`src/rtl/seq_array_multiplier.sv`:
```
// Sequential shift-and-add array multiplier: one partial-product row per cycle, valid/ready on both sides.
// Optional two's-complement mode is built in when SIGNED_MULT_EN is defined (adds the signed_mode port).
module seq_array_multiplier #(
    parameter int M = 4,
    parameter int N = 4
) (
    input  logic             clk,
    input  logic             rst,
    input  logic             in_valid,
    output logic             in_ready,
    input  logic [M-1:0]     in1,
    input  logic [N-1:0]     in2,
    output logic             out_valid,
    input  logic             out_ready,
`ifdef SIGNED_MULT_EN
    input  logic             signed_mode,
`endif
    output logic [M+N-1:0]   product
);

    // Handshake: a transfer happens on a rising edge where valid and ready are both 1.
    // in_ready=1 in IDLE, 0 in BUSY, out_ready in DONE; out_valid=1 only in DONE.
    localparam int W  = M + N;
    localparam int CW = (N > 1) ? $clog2(N) : 1;
    localparam logic [CW-1:0] LAST = CW'(N - 1);

    localparam logic [1:0] IDLE = 2'd0;
    localparam logic [1:0] BUSY = 2'd1;
    localparam logic [1:0] DONE = 2'd2;

    logic [1:0]    state;
    logic [M-1:0]  a_reg;
    logic [N-1:0]  b_reg;
    logic          sign_reg;
    logic [CW-1:0] cnt;
    logic [W-1:0]  acc;

    logic          mode_in;
    logic          accept;
    logic [W-1:0]  a_ext;
    logic [W-1:0]  row;
    logic [W-1:0]  shifted;
    logic          subtract;
    logic [W-1:0]  acc_next;

`ifdef SIGNED_MULT_EN
    assign mode_in = signed_mode;
`else
    assign mode_in = 1'b0;
`endif

    assign in_ready  = rst || (state == IDLE) || ((state == DONE) && out_ready);
    assign out_valid = !rst && (state == DONE);
    assign product   = acc;
    assign accept    = in_valid && in_ready;

    // In signed mode the multiplier's top bit carries negative weight, so its row is subtracted.
    always_comb begin
        a_ext    = sign_reg ? {{N{a_reg[M-1]}}, a_reg} : {{N{1'b0}}, a_reg};
        row      = b_reg[cnt] ? a_ext : '0;
        shifted  = row << cnt;
        subtract = sign_reg && (cnt == LAST);
        acc_next = subtract ? (acc - shifted) : (acc + shifted);
    end

    always_ff @(posedge clk) begin
        if (rst) begin
            state    <= IDLE;
            a_reg    <= '0;
            b_reg    <= '0;
            sign_reg <= 1'b0;
            cnt      <= '0;
            acc      <= '0;
        end else begin
            case (state)
                IDLE: begin
                    if (accept) begin
                        a_reg    <= in1;
                        b_reg    <= in2;
                        sign_reg <= mode_in;
                        cnt      <= '0;
                        acc      <= '0;
                        state    <= BUSY;
                    end
                end
                BUSY: begin
                    acc <= acc_next;
                    if (cnt == LAST) begin
                        cnt   <= '0;
                        state <= DONE;
                    end else begin
                        cnt <= cnt + 1'b1;
                    end
                end
                DONE: begin
                    if (out_ready) begin
                        if (in_valid) begin
                            a_reg    <= in1;
                            b_reg    <= in2;
                            sign_reg <= mode_in;
                            cnt      <= '0;
                            acc      <= '0;
                            state    <= BUSY;
                        end else begin
                            state <= IDLE;
                        end
                    end
                end
                default: state <= IDLE;
            endcase
        end
    end

endmodule

```
`config.mk`:
```
export PLATFORM = sky130hd
export DESIGN_NAME = seq_array_multiplier
export DESIGN_NICKNAME = d
export VERILOG_FILES = /design/src/rtl/seq_array_multiplier.sv
export SDC_FILE = /design/constraint.sdc
export NUM_CORES = 1
export LEC_CHECK = 0
export BUFFER_PORTS_ARGS = -buffer_cell sky130_fd_sc_hd__buf_4
export CAP_MARGIN = 30
export CORE_ASPECT_RATIO = 1.75
export CORE_MARGIN = 10
export CORE_UTILIZATION = 54
export CTS_BUF_LIST = sky130_fd_sc_hd__clkbuf_4 sky130_fd_sc_hd__clkbuf_8 sky130_fd_sc_hd__clkbuf_16
export DETAILED_ROUTE_END_ITERATION = 16
export PLACE_DENSITY = 0.77
export REMOVE_ABC_BUFFERS = 1
export SETUP_SLACK_MARGIN = 0.1
export SLEW_MARGIN = 20
export SYNTH_ARGS = -nofsm -noshare
export SYNTH_HDL_FRONTEND = slang
export SYNTH_SLANG_ARGS = --single-unit
```
`constraint.sdc`:
```
create_clock -name clk -period 3.43 [get_ports clk]
set_clock_uncertainty 0.15 [all_clocks]
set_input_delay 0 -clock clk [delete_from_list [all_inputs] [get_ports clk]]
set_output_delay 0 -clock clk [all_outputs]
set_load 0.02 [all_outputs]
```
# == Yosys cells after proc, flatten, opt, wreduce, memory -nomap -nowiden ==
# Cells that the tools add are included.
# totals
register_bits,21
inputBits,12
output_inout_bits,10
word_cells,62
# op_classes
add_sub_neg,3
magnitude_cmp,1
eq_ne,7
n_shift,1
muxes,31
n_reduce_logical,13
# ops
operator,n
8-bit two-way mux,6
4-bit two-way mux,6
8-bit case mux with 3 select lines,1
4-bit case mux with 2 select lines,2
2-bit two-way mux,7
2-bit case mux with 3 select lines,2
8-bit adder,1
"2-bit inequality test, second input constant",4
4-bit AND reduction,2
8-bit by 2-bit << shifter with 8-bit output,1
8-bit subtractor,1
1-bit two-way mux,5
"2-bit == test, second input constant",2
1-bit logical AND,4
"2-bit by 3-bit less-than comparator with 1-bit output, second input constant",1
3-bit AND reduction,1
3-bit nonzero test,1
"2-bit by 1-bit adder with 2-bit output, second input constant",1
1-bit binary-select mux with 2-bit select,1
"2-bit by 1-bit == test with 1-bit output, second input constant",1
2-bit logical NOT,1
1-bit logical OR,2
1-bit case mux with 2 select lines,1
2-bit nonzero test,1
1-bit logical NOT,1

# == Depth between registers and ports, before layout ==
# Gate-level depths: netlist of run 1.
# depth
depth_word,7
depth_mapped,10
ltp_nobuf,9

# == Least setup slack after synthesis of run 1 ==
# OpenSTA, ideal clock, no wires.
# synth_path
path_type,reg2reg
startpoint,register cnt[0]
endpoint,register acc[5] (netlist: product[5])
setup_ns,0.101
t_arrival_ns,2.300
t_required_ns,3.179
slack_ns,0.879
stages_incl_launch_ff,9
path_buffers,1
synth_period_minus_slack_ns,2.551
cell_sequence,dfxtp_1 -> buf_2 -> mux4_2 -> nor3b_1 -> ha_1 -> a211oi_1 -> o21ai_0 -> and2_1 -> o41ai_1
# synth_via
elab_chain_len,7
elab_cells_between_ends,10
cone_classes,add/sub (2); eq/ne (1); shift (1); mux (5); reduce/logical (1)
# synth_lines
item,line_no,rtl
start: declaration,35,logic [CW-1:0] cnt;
start signal: assignment,92,cnt <= cnt + 1'b1;
1-bit binary-select mux with 2-bit select,60,row = b_reg[cnt] ? a_ext : '0;
1-bit two-way mux (not written as such),60,
8-bit two-way mux,60,
8-bit by 2-bit << shifter with 8-bit output,61,shifted = row << cnt;
8-bit adder / 8-bit subtractor (equally long branches),63,acc_next = subtract ? (acc - shifted) : (acc + shifted);
8-bit two-way mux *,63,
8-bit case mux with 3 select lines *,75,case (state)
end signal: assignment,87,acc <= acc_next;
end: declaration,36,logic [W-1:0] acc;
# Mark *: on every way between the ends. The rest lies on a longest branch, timed or not. The select of a mux whose other input is x is not followed.
# A chain may end at the register's enable or synchronous reset.

# == Worst setup path in the final report of run 1 ==
# Same ends and word-level chain as after synthesis.

==> reports/qor.csv, run 1 <==
stage,metric,value,unit
setup_path,WP data arrival,2.96,ns
placed_design,port buffer count,21,
finish,synth-to-layout area growth,28.3,%
yosys,Synth Area in Simple Gates,23.5,%
setup_path,CP max FO,10,
timing,Worst slew margin,53.0,%
yosys,Mean Syn Cell Area,8.98,um^2
yosys,biggest area consumer among synthesized cells,dfxtp_1,
clock_network,register clock-pin slew on the reported worst setup and hold paths,0.12,ns
route,Vias,1200,
setup_path,worst r2r src,cnt[0]$_SDFFE_PP0P_,
yosys,Yosys cell types,42,
yosys,Post-Syn Instances,138,
yosys,Yosys Warn Count,0,
setup_path,r2r endpoint,product[5]$_SDFFE_PP0P_,
clock_network,Num CTS Buffers,3,
yosys,Post-synth EDFFs,0,
yosys,top-count cell post-synth,dfxtp_1,
timing,Setup TNS Final,0,ns
yosys,Yosys top cell area share,32.3,%
finish,Final Util,74.0,%
timing,"Hold Vio Cnt, Final",0,
route,# DRC,0,
grt,via count of the first global-routing pass,1227,
grt,Tot GR Track Use,14.6,%
clock_network,Sink Count,20,
placed_design,DPL Wire Length,2240,um
power_and_ir_drop,sw frac,26.9,%
power_and_ir_drop,clock share of power,29.6,%
yosys,Post-Synth XOR/XNOR Area,1.41,%
timing,setup violators final,0,
power_and_ir_drop,leak pwr,0.739,nW
timing,fin crit period,2.90,ns
clock_network,"Clk Latency, worst-skew pair",0.31,ns
power_and_ir_drop,Internal Dissipation,0.350,mW
yosys,largest family of logic cells by synthesized area,simple AND/OR/NAND/NOR gates,
yosys,cell area after synthesis,1240,um^2
finish,proportion of layout cells with a drive suffix above 1,16.9,%
clock_network,H-tree Lvls,1,
floorplan,Die X-Extent,56.2,um
setup_path,reg2reg path depth,7,
route,antenna-violating nets left,0,
floorplan,Core ar.,2150,um^2
grt,Overflow after GRT,0,
floorplan,Core Rows,22,
setup_path,worst path required time,3.49,ns
timing,"Slew Viols, Final",0,
yosys,fraction of registers with async set/reset,0,%
yosys,"Primary FF master, synth",dfxtp_1,
route,Initial DRC Count,33,
route,Pre-antenna DRT Iters,4,
floorplan,Vert. Die Dim,83.4,um
yosys,Synth area leaders,"dfxtp_1 (32%), ha_1 (8.1%), mux2i_1 (8.1%)",
yosys,top post-synthesis cells by count,"dfxtp_1 (20), nor2_1 (14), mux2i_1 (10)",
route,DR WL/cell,17.4,um
setup_path,worst setup path startpoint,cnt[0]$_SDFFE_PP0P_,
clock_network,Root Buffer,clkbuf_4,
yosys,Synth Area in Adders,9.70,%
power_and_ir_drop,PwrDens,301,nW/um^2
yosys,post-synthesis sequential area ratio,32.3,%
worst_hold_path,Hold Crit Class,in -> reg,
clock_network,TritonCTS clock tree,yes,
yosys,number of synthesized register bits,20,
setup_path,element type at the critical path start,register,
placed_design,Routability Congestion,0.861,
floorplan,IO Pins,22,
power_and_ir_drop,combinational share of power,17.7,%
yosys,multiplexer share of the synthesized area,11.7,%
run,total of max-cap violations,0,
power_and_ir_drop,Sw Pwr,0.129,mW
power_and_ir_drop,maximum vdd drop,0.211,mV
finish,ANT cells,0,
timing,RSZ-0062 raised after global routing,no,
route,routed vias/inst,6.12,
setup_path,kind of critical path,reg -> reg,
setup_path,Worst setup EP type,register,
setup_path,"setup slack, reg-to-reg",0.53,ns
power_and_ir_drop,sequential power share,52.7,%
timing,crit share post-route,84.6,%
floorplan,Die Area,4680,um^2
run_status,outcome,completed,
timing,Worst Tran Pin Value,0.706,ns
finish,max FFs per register,8,
setup_path,Critical Path Sink,product[5]$_SDFFE_PP0P_,
grt,largest net degree at the start of global routing,30,
yosys,Synth Area in Compound Gates,15.8,%
route,routed wire length,3410,um
floorplan,starting density of the core,57.7,%
finish,Layout Nets,194,
timing,Fmax,0.345,GHz
grt,antenna violations before repair,0,
grt,first-pass GRT wire length,5800,um
clock_network,Clock Path Buffers,2,
[layout by cell type, fill, tap and decap left out, drive strengths merged, types with 2 or more instances in the layout]
cell | Yosys | final
nand4b | 3 | 3
clkbuf | 6 | 4
o21ai | 4 | 4
dlygate4sd3 | 0 | 18
nand3 | 6 | 6
mux2 | 2 | 2
or3b | 2 | 2
nor3b | 2 | 2
nand2 | 9 | 9
a21oi | 9 | 9
dfxtp | 20 | 20
buf | 3 | 21
ha | 8 | 8
o21bai | 2 | 2
nor2 | 14 | 14
nand3b | 4 | 4
mux2i | 10 | 10
nand2b | 3 | 3
inv | 4 | 4
and2 | 2 | 2
nor3 | 2 | 2
o211ai | 2 | 2
a22oi | 2 | 2
o211a | 2 | 2
[worst max-delay path: stages, from the launching register on]
cell      delay [ns]
dfxtp_1         0.57
mux4_2          0.61
nor3b_1         0.19
ha_1            0.32
a211oi_1        0.30
o21ai_0         0.18
and2_1          0.18
o41ai_1         0.30
[logic make-up after synthesis]
group,Yosys count
muxes,13
AOI/OAI and AO/OA,29
buffers and inverters,13
DFF,20
and+or+nand+nor,52
adders and majority gates,9
xor gates and xnor gates,2
[layer usage]
metal / track usage, % / vias to the layer above / part of all wire (%)
met5: 0 / - / 0
met4: 6.35 / 0 / 3.4
met3: 2.59 / 11 / 3.6
met2: 28.0 / 33 / 56
met1: 14.3 / 589 / 37
li1: - / 567 / -
[stage by stage]
stage               hold WS [ns]  total power, mW  instance area [um^2]  worst slack (ns)  std cells
global placement          0.0814            0.317                  1370             0.693        174
detailed placement        0.0916            0.321                  1370             0.586        174
CTS                       0.0291            0.473                  1590             0.560        196
global route              0.0803            0.497                  1590             0.371        196
floorplan                -0.0809            0.293                  1180             0.858        129
finish                    0.0489            0.479                  1590             0.528        196
[how the worst min path moves through the flow]
stage / startpoint / cells past startpoint / slack, ns / endpoint
CTS: in_valid / 4 / 0.03 / product[5]$_SDFFE_PP0P_
global route: in_valid / 4 / 0.08 / product[5]$_SDFFE_PP0P_
detailed placement: in2[0] / 3 / 0.09 / b_reg[0]$_SDFFE_PP0P_
global placement: in2[3] / 3 / 0.08 / b_reg[3]$_SDFFE_PP0P_
floorplan: rst / 1 / -0.08 / cnt[1]$_SDFFE_PP0P_
finish: in_valid / 4 / 0.05 / product[6]$_SDFFE_PP0P_
[cell type report]
class                           instances  area, um^2
Tap cell                               24        30.0
Multi-Input combinational cell        105         769
Clock buffer                            4        36.3
Fill cell                             150         558
Inverter                                4        15.0
Timing Repair Buffer                   39         338
Sequential cell                        20         400
[power by group through the flow]
stage	Sequential (mW)	Combinational (mW)	Clock [mW]
finish	0.252	0.0848	0.142
global route	0.254	0.0929	0.150
CTS	0.252	0.0806	0.141
detailed placement	0.257	0.0639	0
global placement	0.256	0.0611	0
floorplan	0.254	0.0392	0
[repair_timing]
action                     in CTS  in global routing
resized for setup               0                  0
hold buffers                   18                  0
setup endpoints to repair       0                  0
setup buffers                   0                  0
hold endpoints to repair       17                  0
Note: power is estimated with default switching activity, not from simulation.
==> inputs of run 2 (changes only) <==
Clock period 3.43 ns to 2.9 ns, I/O delays scaled along.
==> run 2 against run 1 <==
Against the previous run: combinational power up 21%; first-iteration DRC count down 21%; power up 32%; flip-flop and latch count unchanged; critical path type unchanged.
==> reports/qor.csv, run 2 (synthesis results as in run 1) <==
stage,metric,value,unit,change
finish,synth-to-layout area growth,30.9,%,was 28.3%
power_and_ir_drop,maximum vdd drop,0.381,mV,was 0.211 mV
placed_design,DP Worst Slack,0.200,ns,was 0.586 ns
timing,Worst slew margin,53.8,%,was 53.0%
clock_network,register clock-pin slew on the reported worst setup and hold paths,0.13,ns,was 0.12 ns
grt,first-pass GRT wire length,5760,um,was 5800 um
timing,"Slew Viols, Final",0,,unchanged
setup_path,element type at the critical path start,register,,unchanged
placed_design,DPL Wire Length,2160,um,was 2240 um
run_status,outcome,completed,,unchanged
timing,setup violators final,0,,unchanged
timing,Final WS setup,0.231,ns,was 0.528 ns
floorplan,Die X-Extent,56.2,um,unchanged
timing,Worst Tran Pin Value,0.694,ns,was 0.706 ns
floorplan,Core Rows,22,,unchanged
placed_design,port buffer count,21,,unchanged
grt,Overflow after GRT,0,,unchanged
setup_path,reg2reg path depth,7,,unchanged
finish,ANT cells,0,,unchanged
run,total of max-cap violations,0,,unchanged
grt,via count of the first global-routing pass,1276,,was 1227
finish,max FFs per register,8,,unchanged
finish,Layout Nets,195,,was 194
finish,proportion of layout cells with a drive suffix above 1,19.1,%,was 16.9%
setup_path,CP top delay family,compound AO/OA/AOI/OAI gates,,unchanged
setup_path,CP Depth,7,,unchanged
grt,antenna violations before repair,0,,unchanged
finish,Reg area,403,um^2,was 400 um^2
grt,Tot GR Track Use,14.5,%,was 14.6%
route,antenna-violating nets left,0,,unchanged
setup_path,kind of critical path,reg -> reg,,unchanged
route,Vias,1171,,was 1200
setup_path,r2r endpoint,product[5]$_SDFFE_PP0P_,,unchanged
clock_network,Num CTS Buffers,3,,unchanged
setup_path,worst path required time,2.96,ns,was 3.49 ns
setup_path,CP Cell Sequence,"mux4_2, nor3b_1, ha_1, a211oi_1, o21ai_0, and2_1, o41ai_1",,unchanged
timing,Fmax,0.375,GHz,was 0.345 GHz
power_and_ir_drop,PwrDens,391,nW/um^2,was 301 nW/um^2
finish,Final Util,75.5,%,was 74.0%
setup_path,worst r2r src,cnt[0]$_SDFFE_PP0P_,,unchanged
route,# DRC,0,,unchanged
finish,most frequent cells in the layout,"buf_4 (22), dfxtp_1 (18), dlygate4sd3_1 (18)",,"was buf_4 (21), dfxtp_1 (20), dlygate4sd3_1 (18)"
placed_design,Routability Congestion,0.821,,was 0.861
floorplan,Die Area,4680,um^2,unchanged
setup_path,"setup slack, reg-to-reg",0.23,ns,was 0.53 ns
floorplan,IO Pins,22,,unchanged
setup_path,slowest cell delay on critical path,0.57,ns,was 0.61 ns
route,Pre-antenna DRT Iters,4,,unchanged
grt,largest net degree at the start of global routing,30,,unchanged
timing,"Hold Vio Cnt, Final",0,,unchanged
clock_network,Root Buffer,clkbuf_4,,unchanged
floorplan,Core ar.,2150,um^2,unchanged
floorplan,starting density of the core,57.7,%,unchanged
route,DR WL/cell,16.8,um,was 17.4 um
clock_network,"Clk Latency, worst-skew pair",0.32,ns,was 0.31 ns
setup_path,Critical Path Slowest Stage Cell,mux4_2,,unchanged
clock_network,Clock Path Buffers,2,,unchanged
setup_path,WP data arrival,2.73,ns,was 2.96 ns
route,routed vias/inst,5.94,,was 6.12
setup_path,Critical Path Sink,product[5]$_SDFFE_PP0P_,,unchanged
finish,"commonest non-fill, non-tap cell in the layout",buf_4,,unchanged
timing,Setup TNS Final,0,ns,unchanged
setup_path,CP max FO,6,,was 10
clock_network,Sink Count,20,,unchanged
finish,multi-input logic area,776,um^2,was 769 um^2
floorplan,Vert. Die Dim,83.4,um,unchanged
clock_network,H-tree Lvls,1,,unchanged
route,Initial DRC Count,26,,was 33
timing,RSZ-0062 raised after global routing,yes,,was no
setup_path,worst setup path startpoint,cnt[0]$_SDFFE_PP0P_,,unchanged
worst_hold_path,Hold Crit Class,in -> reg,,unchanged
finish,Fill cells,158,,was 150
clock_network,setup repair bufs after CTS,0,,unchanged
timing,fin crit period,2.67,ns,was 2.90 ns
setup_path,Worst setup EP type,register,,unchanged
power_and_ir_drop,leak pwr,0.749,nW,was 0.739 nW
timing,crit share post-route,92.0,%,was 84.6%
setup_path,worst path bufs/invs,0,,unchanged
route,routed wire length,3310,um,was 3410 um
clock_network,TritonCTS clock tree,yes,,unchanged
-- run 2: cell count changes in the layout (fill, tap and decap cells not counted) --
cell       before  now
a221oi_1        1    0
a221oi_2        0    1
buf_4          21   22
bufinv_16       0    1
clkbuf_8        1    0
dfxtp_1        20   18
dfxtp_2         0    2
-- run 2: through the flow --
stage                     area, um^2  hold WS (ns)  cells  total power, mW
after floorplan                 1180       -0.0809    129            0.347
after global placement          1380        0.0819    175            0.376
after detailed placement        1380        0.0869    175            0.380
after CTS                       1610        0.0159    197            0.629
after global routing            1620        0.0800    197            0.656
final                           1620        0.0311    197            0.635
-- run 2: worst register-to-register path: cells and delay by family, from the launching register on --
kind,cells,cell delay [ns]
flops,1,0.42
fa+ha+maj,1,0.30
simple gates,2,0.38
compound gates,3,0.74
mux,1,0.57
-- run 2: cell type report --
class                      instances  area share, %
multi-input combinational        105           47.8
sequential                        20           24.8
timing repair buffer              40           21.3
clock inverter                     1           1.85
tap                               24           1.85
clock buffer                       3           1.39
inverter                           4          0.926
-- run 2: how the worst min path moves through the flow --
stage / startpoint / to / slack [ns] / cells past startpoint
5_1_grt: in_valid / product[6]$_SDFFE_PP0P_ / 0.08 / 4
4_1_cts: in_valid / product[6]$_SDFFE_PP0P_ / 0.02 / 4
6_report: in_valid / product[6]$_SDFFE_PP0P_ / 0.03 / 4
2_1_floorplan: rst / cnt[1]$_SDFFE_PP0P_ / -0.08 / 1
3_3_place_gp: in1[0] / a_reg[0]$_SDFFE_PP0P_ / 0.08 / 3
3_5_place_dp: in1[1] / a_reg[1]$_SDFFE_PP0P_ / 0.09 / 3
-- run 2: routing by layer --
layer	wire, um	GRT usage (%)
met5	0	0
met4	84	7.66
met3	122	2.90
met2	1860	27.0
met1	1240	14.1
-- run 2: power by group --
part	switching (mW)	leakage, nW	internal (mW)	total, mW
clock	0.0941	0.0279	0.140	0.234
combinational	0.0487	0.557	0.0547	0.103
sequential	0.0117	0.164	0.285	0.297
-- run 2: repair_timing --
action / in CTS / in global routing
hold buffers: 18 / 0
setup endpoints to repair: 0 / 3
hold endpoints to repair: 17 / 0
resized for setup: 0 / 3
